$ cat config.mk
export PLATFORM = sky130hd
export DESIGN_NAME = product_accumulator_flat
export DESIGN_NICKNAME = d
export VERILOG_FILES = /design/src/rtl/product_accumulator_pkg.sv /design/src/rtl/product_accumulator_if.sv /design/src/rtl/product_accumulator_sat_add.sv /design/src/rtl/product_accumulator.sv /design/src/flat_wrapper.sv
export SDC_FILE = /design/constraint.sdc
export NUM_CORES = 1
export LEC_CHECK = 0
export ABC_AREA = 1
export CORE_MARGIN = 10
export CORE_UTILIZATION = 44
export CTS_BUF_LIST = sky130_fd_sc_hd__clkbuf_16
export CTS_CLUSTER_DIAMETER = 80
export CTS_CLUSTER_SIZE = 30
export DETAILED_ROUTE_END_ITERATION = 10
export GPL_ROUTABILITY_DRIVEN = 0
export GPL_TIMING_DRIVEN = 1
export PLACE_DENSITY = 0.83
export SYNTH_ARGS = -nofsm -noshare
export SYNTH_HDL_FRONTEND = slang
export SYNTH_SLANG_ARGS = --single-unit
$ cat constraint.sdc
create_clock -name clk_i -period 5.2 [get_ports clk_i]
set_input_delay 1.04 -clock clk_i [delete_from_list [all_inputs] [get_ports clk_i]]
set_output_delay 1.04 -clock clk_i [all_outputs]
set_load 0.05 [all_outputs]
$ cat src/rtl/product_accumulator_pkg.sv
// Shared definitions for the product accumulation stage: default widths,
// block length, saturation limits and the control state encoding.
package product_accum_pkg;

    localparam int PROD_W = 10;
    localparam int ACC_W  = 12;
    localparam int COUNT  = 8;

    localparam logic signed [ACC_W-1:0] ACC_MAX = {1'b0, {(ACC_W-1){1'b1}}};
    localparam logic signed [ACC_W-1:0] ACC_MIN = {1'b1, {(ACC_W-1){1'b0}}};

    typedef enum logic [1:0] {
        ST_IDLE  = 2'd0,
        ST_ACCUM = 2'd1,
        ST_HOLD  = 2'd2
    } state_e;

endpackage

$ cat src/rtl/product_accumulator_if.sv
// Product stream in, block result out. The master side is the upstream
// multiplier/consumer pair, the slave side is the accumulator itself.
interface product_accumulator_if;
    import product_accum_pkg::*;

    logic                     start;
    logic signed [PROD_W-1:0] prod;
    logic                     prod_valid;
    logic                     prod_ready;
    logic signed [ACC_W-1:0]  sum;
    logic                     sum_valid;
    logic                     sum_ready;
    logic                     overflow;
    logic                     busy;

    modport master (
        output start, prod, prod_valid, sum_ready,
        input  prod_ready, sum, sum_valid, overflow, busy
    );

    modport slave (
        input  start, prod, prod_valid, sum_ready,
        output prod_ready, sum, sum_valid, overflow, busy
    );

endinterface

$ cat src/rtl/product_accumulator_sat_add.sv
// Signed saturating adder built as a ripple of full-adder bits. Both operands
// are sign-extended one bit beyond the result width so the true sum is never
// lost; the two top bits of that extended sum tell us which way it overflowed.
module sat_add #(
    parameter int A_W = 12,
    parameter int B_W = 10,
    parameter int S_W = 12
) (
    input  logic signed [A_W-1:0] a_i,
    input  logic signed [B_W-1:0] b_i,
    output logic signed [S_W-1:0] sum_o,
    output logic                  ovf_o
);

    localparam int X_W = S_W + 1;
    localparam logic [S_W-1:0] S_MAX = {1'b0, {(S_W-1){1'b1}}};
    localparam logic [S_W-1:0] S_MIN = {1'b1, {(S_W-1){1'b0}}};

    logic [X_W-1:0] a_x_s;
    logic [X_W-1:0] b_x_s;
    logic [X_W-1:0] raw_s;
    logic [X_W-1:0] carry_s;

    assign a_x_s      = {{(X_W-A_W){a_i[A_W-1]}}, a_i};
    assign b_x_s      = {{(X_W-B_W){b_i[B_W-1]}}, b_i};
    assign carry_s[0] = 1'b0;

    for (genvar i = 0; i < X_W; i++) begin : g_sum
        assign raw_s[i] = a_x_s[i] ^ b_x_s[i] ^ carry_s[i];
    end

    for (genvar i = 0; i < X_W - 1; i++) begin : g_carry
        assign carry_s[i+1] = (a_x_s[i] & b_x_s[i]) | (carry_s[i] & (a_x_s[i] ^ b_x_s[i]));
    end

    // Clamp to the representable range when the extended sum leaves it.
    always_comb begin
        sum_o = raw_s[S_W-1:0];
        ovf_o = 1'b0;
        case ({raw_s[X_W-1], raw_s[X_W-2]})
            2'b01: begin
                sum_o = S_MAX;
                ovf_o = 1'b1;
            end
            2'b10: begin
                sum_o = S_MIN;
                ovf_o = 1'b1;
            end
            default: begin
                sum_o = raw_s[S_W-1:0];
                ovf_o = 1'b0;
            end
        endcase
    end

endmodule

$ cat src/rtl/product_accumulator.sv
// Accumulates a fixed-length block of signed products into a saturating
// accumulator and holds the block result until the consumer takes it.
// Handshake outputs are decoded from the state register only.
module product_accumulator
    import product_accum_pkg::*;
(
    input  logic                 clk_i,
    input  logic                 reset_n_i,
    product_accumulator_if.slave bus_if
);

    localparam int              CNT_W    = $clog2(COUNT + 1);
    localparam logic [CNT_W-1:0] CNT_LAST = CNT_W'(COUNT - 1);

    state_e                  state_q;
    logic [CNT_W-1:0]        cnt_q;
    logic signed [ACC_W-1:0] acc_q;
    logic signed [ACC_W-1:0] acc_d;
    logic                    ovf_q;
    logic                    add_ovf_s;
    logic                    prod_hs_s;

    sat_add #(
        .A_W (ACC_W),
        .B_W (PROD_W),
        .S_W (ACC_W)
    ) u_sat_add (
        .a_i   (acc_q),
        .b_i   (bus_if.prod),
        .sum_o (acc_d),
        .ovf_o (add_ovf_s)
    );

    assign prod_hs_s         = bus_if.prod_valid && (state_q == ST_ACCUM);
    assign bus_if.prod_ready = (state_q == ST_ACCUM);
    assign bus_if.sum_valid  = (state_q == ST_HOLD);
    assign bus_if.busy       = (state_q != ST_IDLE);
    assign bus_if.sum        = acc_q;
    assign bus_if.overflow   = ovf_q;

    // Block control: clear on start, accumulate on handshake, hold for the consumer.
    always_ff @(posedge clk_i or negedge reset_n_i) begin
        if (!reset_n_i) begin
            state_q <= ST_IDLE;
            cnt_q   <= {CNT_W{1'b0}};
            acc_q   <= {ACC_W{1'b0}};
            ovf_q   <= 1'b0;
        end else begin
            case (state_q)
                ST_IDLE: begin
                    if (bus_if.start) begin
                        state_q <= ST_ACCUM;
                        cnt_q   <= {CNT_W{1'b0}};
                        acc_q   <= {ACC_W{1'b0}};
                        ovf_q   <= 1'b0;
                    end
                end
                ST_ACCUM: begin
                    if (prod_hs_s) begin
                        acc_q <= acc_d;
                        ovf_q <= ovf_q | add_ovf_s;
                        cnt_q <= cnt_q + CNT_W'(1);
                        if (cnt_q == CNT_LAST) begin
                            state_q <= ST_HOLD;
                        end
                    end
                end
                ST_HOLD: begin
                    // start arriving with sum_ready is deliberately dropped.
                    if (bus_if.sum_ready) begin
                        state_q <= ST_IDLE;
                    end
                end
                default: begin
                    state_q <= ST_IDLE;
                end
            endcase
        end
    end

endmodule

$ cat src/flat_wrapper.sv
// flat-port wrapper written by rule: the top's interface ports become plain ports
module product_accumulator_flat import product_accum_pkg::*;
  (clk_i, reset_n_i, bus_if_start, bus_if_prod, bus_if_prod_valid, bus_if_sum_ready, bus_if_prod_ready, bus_if_sum, bus_if_sum_valid, bus_if_overflow, bus_if_busy);
  product_accumulator_if bus_if_i ();
  input  logic clk_i;
  input  logic reset_n_i;
  input wire logic [$bits(bus_if_i.start)-1:0] bus_if_start;
  input wire logic [$bits(bus_if_i.prod)-1:0] bus_if_prod;
  input wire logic [$bits(bus_if_i.prod_valid)-1:0] bus_if_prod_valid;
  input wire logic [$bits(bus_if_i.sum_ready)-1:0] bus_if_sum_ready;
  output wire logic [$bits(bus_if_i.prod_ready)-1:0] bus_if_prod_ready;
  output wire logic [$bits(bus_if_i.sum)-1:0] bus_if_sum;
  output wire logic [$bits(bus_if_i.sum_valid)-1:0] bus_if_sum_valid;
  output wire logic [$bits(bus_if_i.overflow)-1:0] bus_if_overflow;
  output wire logic [$bits(bus_if_i.busy)-1:0] bus_if_busy;
  assign bus_if_i.start = bus_if_start;
  assign bus_if_i.prod = bus_if_prod;
  assign bus_if_i.prod_valid = bus_if_prod_valid;
  assign bus_if_i.sum_ready = bus_if_sum_ready;
  assign bus_if_prod_ready = bus_if_i.prod_ready;
  assign bus_if_sum = bus_if_i.sum;
  assign bus_if_sum_valid = bus_if_i.sum_valid;
  assign bus_if_overflow = bus_if_i.overflow;
  assign bus_if_busy = bus_if_i.busy;
  product_accumulator u_core (.clk_i(clk_i), .reset_n_i(reset_n_i), .bus_if(bus_if_i));
endmodule
# Word level (Yosys, flattened, before mapping)
# Index checks and enable logic that the tools add are counted.
dict set report classes {
  n_mux 16
  n_eq_ne 9
  n_bitwise 59
  add_sub_neg 1
  n_reduce_logical 7
}
# operator count
set ops {}
lappend ops {{case mux 12 bit (2 select lines)} 2}
lappend ops {{two-way mux 12 bit} 2}
lappend ops {{XOR 1 bit} 24}
lappend ops {{bitwise AND 1 bit} 23}
lappend ops {{bitwise OR 1 bit} 12}
lappend ops {{two-way mux 2 bit} 4}
lappend ops {{two-way mux 4 bit} 2}
lappend ops {{case mux 4 bit (2 select lines)} 1}
lappend ops {{case mux 2 bit (3 select lines)} 1}
lappend ops {{adder 4 x 1 -> 4 bit (second input constant)} 1}
lappend ops {{equality test 2 x 1 -> 1 bit (second input constant)} 2}
lappend ops {{equality test 2 bit (second input constant)} 2}
lappend ops {{equality test 4 x 3 -> 1 bit (second input constant)} 1}
lappend ops {{inequality test 2 x 1 -> 1 bit (second input constant)} 2}
lappend ops {{inequality test 2 bit (second input constant)} 2}
lappend ops {{AND reduction 4 bit} 1}
lappend ops {{nonzero test 2 bit} 2}
lappend ops {{two-way mux 1 bit} 3}
lappend ops {{AND reduction 3 bit} 1}
lappend ops {{logical NOT 2 bit} 1}
lappend ops {{case mux 1 bit (2 select lines)} 1}
lappend ops {{OR reduction 2 bit} 1}
lappend ops {{logical AND 1 bit} 1}
dict set report word_totals {
  elab_cells 96
  out_inout_bits 16
  input_bits 15
  regBits 19
}

# Longest topological paths before layout
dict set report logic_depth {
  ltp_word 30
  mapped_depth 19
  depth_no_buf 19
}

# Hierarchy
# From an unflattened synthesis, not the netlist that was laid out.
dict set report hier_totals {
  hier_cells 148
  hier_area_um2 1296.2
}
# mod seq_area_each_um2 area_per_inst_um2 instances cells_each
set by_module_without_submodules {}
lappend by_module_without_submodules {product_accumulator 475.5 865.8 1 102}
lappend by_module_without_submodules {sat_add 0.0 430.4 1 46}

# Worst setup path after synthesis
# OpenSTA, ideal clock, no wires.
dict set report synth_path {
  path_kind {input port to flip-flop}
  startpoint {input bus_if_prod[0]}
  endpoint {register u_core.acc_q[1], in the netlist u_core.bus_if.sum[1]}
  stages 19
  setup_ns 0.128
  path_buffers 1
  slack_ns -0.548
  required_time_ns 5.072
  arrival_ns 5.621
  cell_sequence {ha_1 inv_1 fa_1 fa_1 fa_1 fa_1 fa_1 fa_1 fa_1 inv_1 fa_1 fa_1 fa_1 fa_1 ha_1 clkbuf_1 nand2_1 nand3_1 o21ai_0}
}
dict set report synth_via {
  elab_chain_len 28
  elab_cells_between_ends 31
  cone_classes {eq/ne (2); mux (3); bitwise (26)}
}
# element line
set synth_lines {}
lappend synth_lines {{from (decl)} flat_wrapper.sv:8} ;# input wire logic [$bits(bus_if_i.prod)-1:0] bus_if_prod;
lappend synth_lines {{bitwise AND 1 bit (*)} product_accumulator_sat_add.sv:33} ;# assign carry_s[i+1] = (a_x_s[i] & b_x_s[i]) | (carry_s[i] & (a_x_s[i] ^ b_x_s[i]));
lappend synth_lines {{bitwise AND 1 bit} product_accumulator_sat_add.sv:33}
lappend synth_lines {{bitwise OR 1 bit} product_accumulator_sat_add.sv:33}
lappend synth_lines {{bitwise AND 1 bit} product_accumulator_sat_add.sv:33}
lappend synth_lines {{bitwise OR 1 bit} product_accumulator_sat_add.sv:33}
lappend synth_lines {{bitwise AND 1 bit} product_accumulator_sat_add.sv:33}
lappend synth_lines {{bitwise OR 1 bit} product_accumulator_sat_add.sv:33}
lappend synth_lines {{bitwise AND 1 bit} product_accumulator_sat_add.sv:33}
lappend synth_lines {{(+12 left out)} n/a}
lappend synth_lines {{bitwise OR 1 bit} product_accumulator_sat_add.sv:33}
lappend synth_lines {{bitwise AND 1 bit} product_accumulator_sat_add.sv:33}
lappend synth_lines {{bitwise OR 1 bit} product_accumulator_sat_add.sv:33}
lappend synth_lines {{XOR 1 bit} product_accumulator_sat_add.sv:29} ;# assign raw_s[i] = a_x_s[i] ^ b_x_s[i] ^ carry_s[i];
lappend synth_lines {{equality test 2 bit / equality test 2 x 1 -> 1 bit (equally long branches)} product_accumulator_sat_add.sv:40} ;# case ({raw_s[X_W-1], raw_s[X_W-2]})
lappend synth_lines {{case mux 12 bit (2 select lines) (*)} product_accumulator_sat_add.sv:40}
lappend synth_lines {{two-way mux 12 bit (*)} product_accumulator.sv:59} ;# if (prod_hs_s) begin
lappend synth_lines {{case mux 12 bit (2 select lines) (*)} product_accumulator.sv:49} ;# case (state_q)
lappend synth_lines {{to (signal assigned)} product_accumulator.sv:46} ;# acc_q <= {ACC_W{1'b0}};
lappend synth_lines {{to (signal assigned)} product_accumulator.sv:54} ;# acc_q <= {ACC_W{1'b0}};
lappend synth_lines {{to (decl)} product_accumulator.sv:17} ;# logic signed [ACC_W-1:0] acc_q;
# Every way passes the cells marked *; elsewhere a longest branch is shown, timed or not. The select of a mux whose other input is x is not followed.
# A chain may end at the register's enable or synchronous reset.

# Worst setup path after layout
dict set report layout_path {
  startpoint {input bus_if_prod[0]}
  endpoint {register u_core.acc_q[5], in the netlist u_core.bus_if.sum[5]}
}
dict set report layout_via {
  elab_chain_len 28
  elab_cells_between_ends 31
  cone_classes {eq/ne (2); mux (3); bitwise (26)}
}
# element line
set layout_lines {}
lappend layout_lines {{bitwise AND 1 bit (*) (2 in series)} product_accumulator_sat_add.sv:33}
lappend layout_lines {{bitwise OR 1 bit (*)} product_accumulator_sat_add.sv:33}
lappend layout_lines {{bitwise AND 1 bit (*)} product_accumulator_sat_add.sv:33}
lappend layout_lines {{bitwise OR 1 bit (*)} product_accumulator_sat_add.sv:33}
lappend layout_lines {{bitwise AND 1 bit (*)} product_accumulator_sat_add.sv:33}
lappend layout_lines {{bitwise OR 1 bit (*)} product_accumulator_sat_add.sv:33}
lappend layout_lines {{bitwise AND 1 bit (*)} product_accumulator_sat_add.sv:33}
lappend layout_lines {{bitwise OR 1 bit (*)} product_accumulator_sat_add.sv:33}
lappend layout_lines {{(+11 left out)} n/a}
lappend layout_lines {{bitwise OR 1 bit} product_accumulator_sat_add.sv:33}
lappend layout_lines {{bitwise AND 1 bit} product_accumulator_sat_add.sv:33}
lappend layout_lines {{bitwise OR 1 bit} product_accumulator_sat_add.sv:33}
lappend layout_lines {{XOR 1 bit} product_accumulator_sat_add.sv:29}
lappend layout_lines {{equality test 2 bit / equality test 2 x 1 -> 1 bit (equally long branches)} product_accumulator_sat_add.sv:40}
lappend layout_lines {{case mux 12 bit (2 select lines) (*)} product_accumulator_sat_add.sv:40}
lappend layout_lines {{two-way mux 12 bit (*)} product_accumulator.sv:59}
lappend layout_lines {{case mux 12 bit (2 select lines) (*)} product_accumulator.sv:49}
# Marked as above.

==> flow_metrics.tcl <==
set metrics [dict create \
    ys.flop_type "dfrtp_1" \
    port_buffers 30 \
    place_ws_ns -0.978 \
    drcViolationCount 0 \
    fp.dieH_um 73.9 \
    antenna_found_initial 0 \
    grt_pass1_vias 1084 \
    start_kind "primary input" \
    dp.cells 198 \
    pin_count 31 \
    rr_worst_depth 20 \
    path_common_cell "fa_2" \
    via_per_inst 4.91 \
    utilization_pct 66.1 \
    drtIter0Drc 29 \
    crit_arrival_ns 5.58 \
    place_hpwl_mm 2.16 \
    track_usage_pct 10.9 \
    cp.buffers_inverters 4 \
    htreeDepth 1 \
    synth.avg_cell_area_um2 9.25 \
    maxCapViolations 0 \
    areaGrowthSynthToFinish_pct 42.7 \
    fill_cells 218 \
    yosysTopAreaCellShare_pct 37.3 \
    num_vias 1001 \
    min_path_cells 1 \
    finalNonFillerCells 204 \
    num-nets-final 205 \
    grt_start_max_net_pins 20 \
    grt_first_pass_wirelength_mm 4.84 \
    drt-total-wl_mm 2.82 \
    failed_checks "negative setup slack" \
    path_delay_family "adder cells" \
    synth-seq-cells 19 \
    synth_most_common_cell "nand2_1" \
    ys_types 20 \
    clk_path_buf_depth 2 \
    cts_root_buf "clkbuf_16" \
    fin_crit_ns 5.40 \
    clk_pin_slew_ns 0.06 \
    hold_path.class "reg2reg" \
    wire_per_inst_um 13.8 \
    cts_tree "done" \
    antenna_cells 0 \
    syn_inst 138 \
    syn-num-nets 169 \
    drv_slew 0 \
    async_flop_share_pct 100 \
    grt_overflow_total 0 \
    synth.area.top_cells "dfrtp_1 37%, fa_1 17%, nand2_1 9.4%" \
    period_share_pct 104 \
    path_class "in2reg" \
    start_util_pct 46.3 \
    clkLatencyLatePin_ns 0.25 \
    status "complete, but fails checks" \
    multiInputGateArea_um2 771 \
    fp.coreArea_mm2 0.00276 \
    yosysTopAreaCell "dfrtp_1" \
    path_cells "buf_6 -> ha_4 -> inv_2 -> fa_2 -> fa_2 -> fa_2 -> fa_2 -> fa_2 -> fa_2 -> fa_2 -> inv_2 -> fa_2 -> fa_2 -> fa_2 -> fa_2 -> ha_4 -> nor2_4 -> nor2_4 -> buf_6 -> nand3_2 -> o21ai_2" \
    tightest_slew_ns 0.867 \
    cts.sinks 19 \
    worst_slack_ns -0.198 \
    cp_max_fo 7 \
    fp.dieW_um 73.9 \
    finClkSkew_ns 0.00365 \
    ys_warn_count 0 \
    rsz0062_at_grt "true" \
    setup_viol 12 \
    cp.required_ns 5.38 \
    cpPeakStageDelay_ns 0.50 \
    synth_area_mm2 0.00128 \
    layout-drive-gt1-share_pct 28.3 \
    synth_edf_count 0 \
    first_pass_iters 4 \
    crit_slowest_cell "fa_2" \
    cp_num_cells 21 \
    seq_area_um2 475 \
    timing.slew.headroom_pct 42.0 \
    synth_seq_area_share_pct 37.3 \
    finalHoldViolCount 0 \
    dieArea_mm2 0.00545 \
    fmax_mhz 185 \
    end_kind "register" \
    yosys-top-cells-count "32 x nand2_1, 30 x inv_1, 19 x dfrtp_1, 12 x nand3_1, 11 x fa_1" \
    num_rows 19 \
    final_antenna_net_count 0 \
    numCtsBuffers 3 \
]
## kinds of logic after synthesis
group,Yosys count,share of synthesized area (%)
AO/OA/AOI/OAI,13,7.45
flip-flops,19,37.3
AND/OR/NAND/NOR,55,21.6
buffers and inverters,35,11.6
adder cells (fa/ha/maj),16,22.2
## final cells by class
class	instances	share of cell area, %
Multi-Input combinational cell	84	42.3
Sequential cell	19	26.1
Timing Repair Buffer	33	18.1
Inverter	33	6.80
Clock buffer	3	4.12
Tap cell	31	2.13
Clock inverter	1	0.412
## registers in the layout, summed over array words and instances (netlist names)
register and count:
u_core.bus_if.sum 12, u_core.cnt_q 4, u_core.state_q 2, u_core.bus_if.overflow 1
## routing by layer
metal	vias up	share of wire, %	GRT usage, %
li1	491	-	-
met1	482	40	12.3
met2	22	52	18.5
met3	6	5.7	3.23
met4	0	2.2	4.97
met5	-	0	0
## worst register-to-register path: stages (launching register included)
cell,delay [ns]
dfrtp_1,0.43
ha_4,0.16
inv_2,0.03
fa_2,0.33
fa_2,0.36
fa_2,0.37
fa_2,0.35
fa_2,0.35
fa_2,0.34
fa_2,0.34
inv_2,0.06
fa_2,0.19
fa_2,0.20
fa_2,0.21
fa_2,0.50
ha_4,0.32
nor2_4,0.04
nor2_4,0.10
buf_6,0.15
nand3_2,0.07
o21ai_2,0.06
## cells in the final DEF, fill, tap and decap left out, types with 2 or more instances in the layout
cell / n
nand3_4: 2
inv_1: 27
inv_2: 6
o21ai_1: 2
ha_4: 3
o21ai_2: 6
buf_6: 4
fa_2: 11
o22ai_1: 2
nand2_1: 32
nor2_4: 2
dfrtp_1: 19
nand3_1: 3
clkbuf_16: 3
nor2_1: 5
ha_1: 2
nand3_2: 9
clkdlybuf4s50_1: 28
## metrics by stage
step | area, µm² | TNS [ns] | hold WS (ns)
after global routing | 1820 | -3.87 | 0.524
final | 1820 | -2.03 | 0.493
after CTS | 1820 | -5.36 | 0.502
after global placement | 1690 | -10.02 | 0.480
after detailed placement | 1690 | -11.04 | 0.489
after floorplan | 1370 | -2.02 | 0.468
## final timing paths
check                                       start                     end  slack (ns)
max in group asynchronous               reset_n_i    u_core.bus_if.sum[0]        3.38
max reg2reg                  u_core.bus_if.sum[0]    u_core.bus_if.sum[5]        0.19
min reg2reg                u_core.bus_if.overflow  u_core.bus_if.overflow        0.49
max                                bus_if_prod[0]    u_core.bus_if.sum[5]       -0.20
min                        u_core.bus_if.overflow  u_core.bus_if.overflow        0.49
min in group asynchronous               reset_n_i         u_core.cnt_q[3]        1.28
## what timing repair did
action	CTS	global route
pin swaps	14	17
gates resized for setup	15	4
endpoints found under the setup margin	12	12
buffers inserted	2	0
hold buffers	0	0
Power is left out: the tool's default activity adds up to more than one toggle a clock period on the data nets, which glitch-free logic cannot reach.
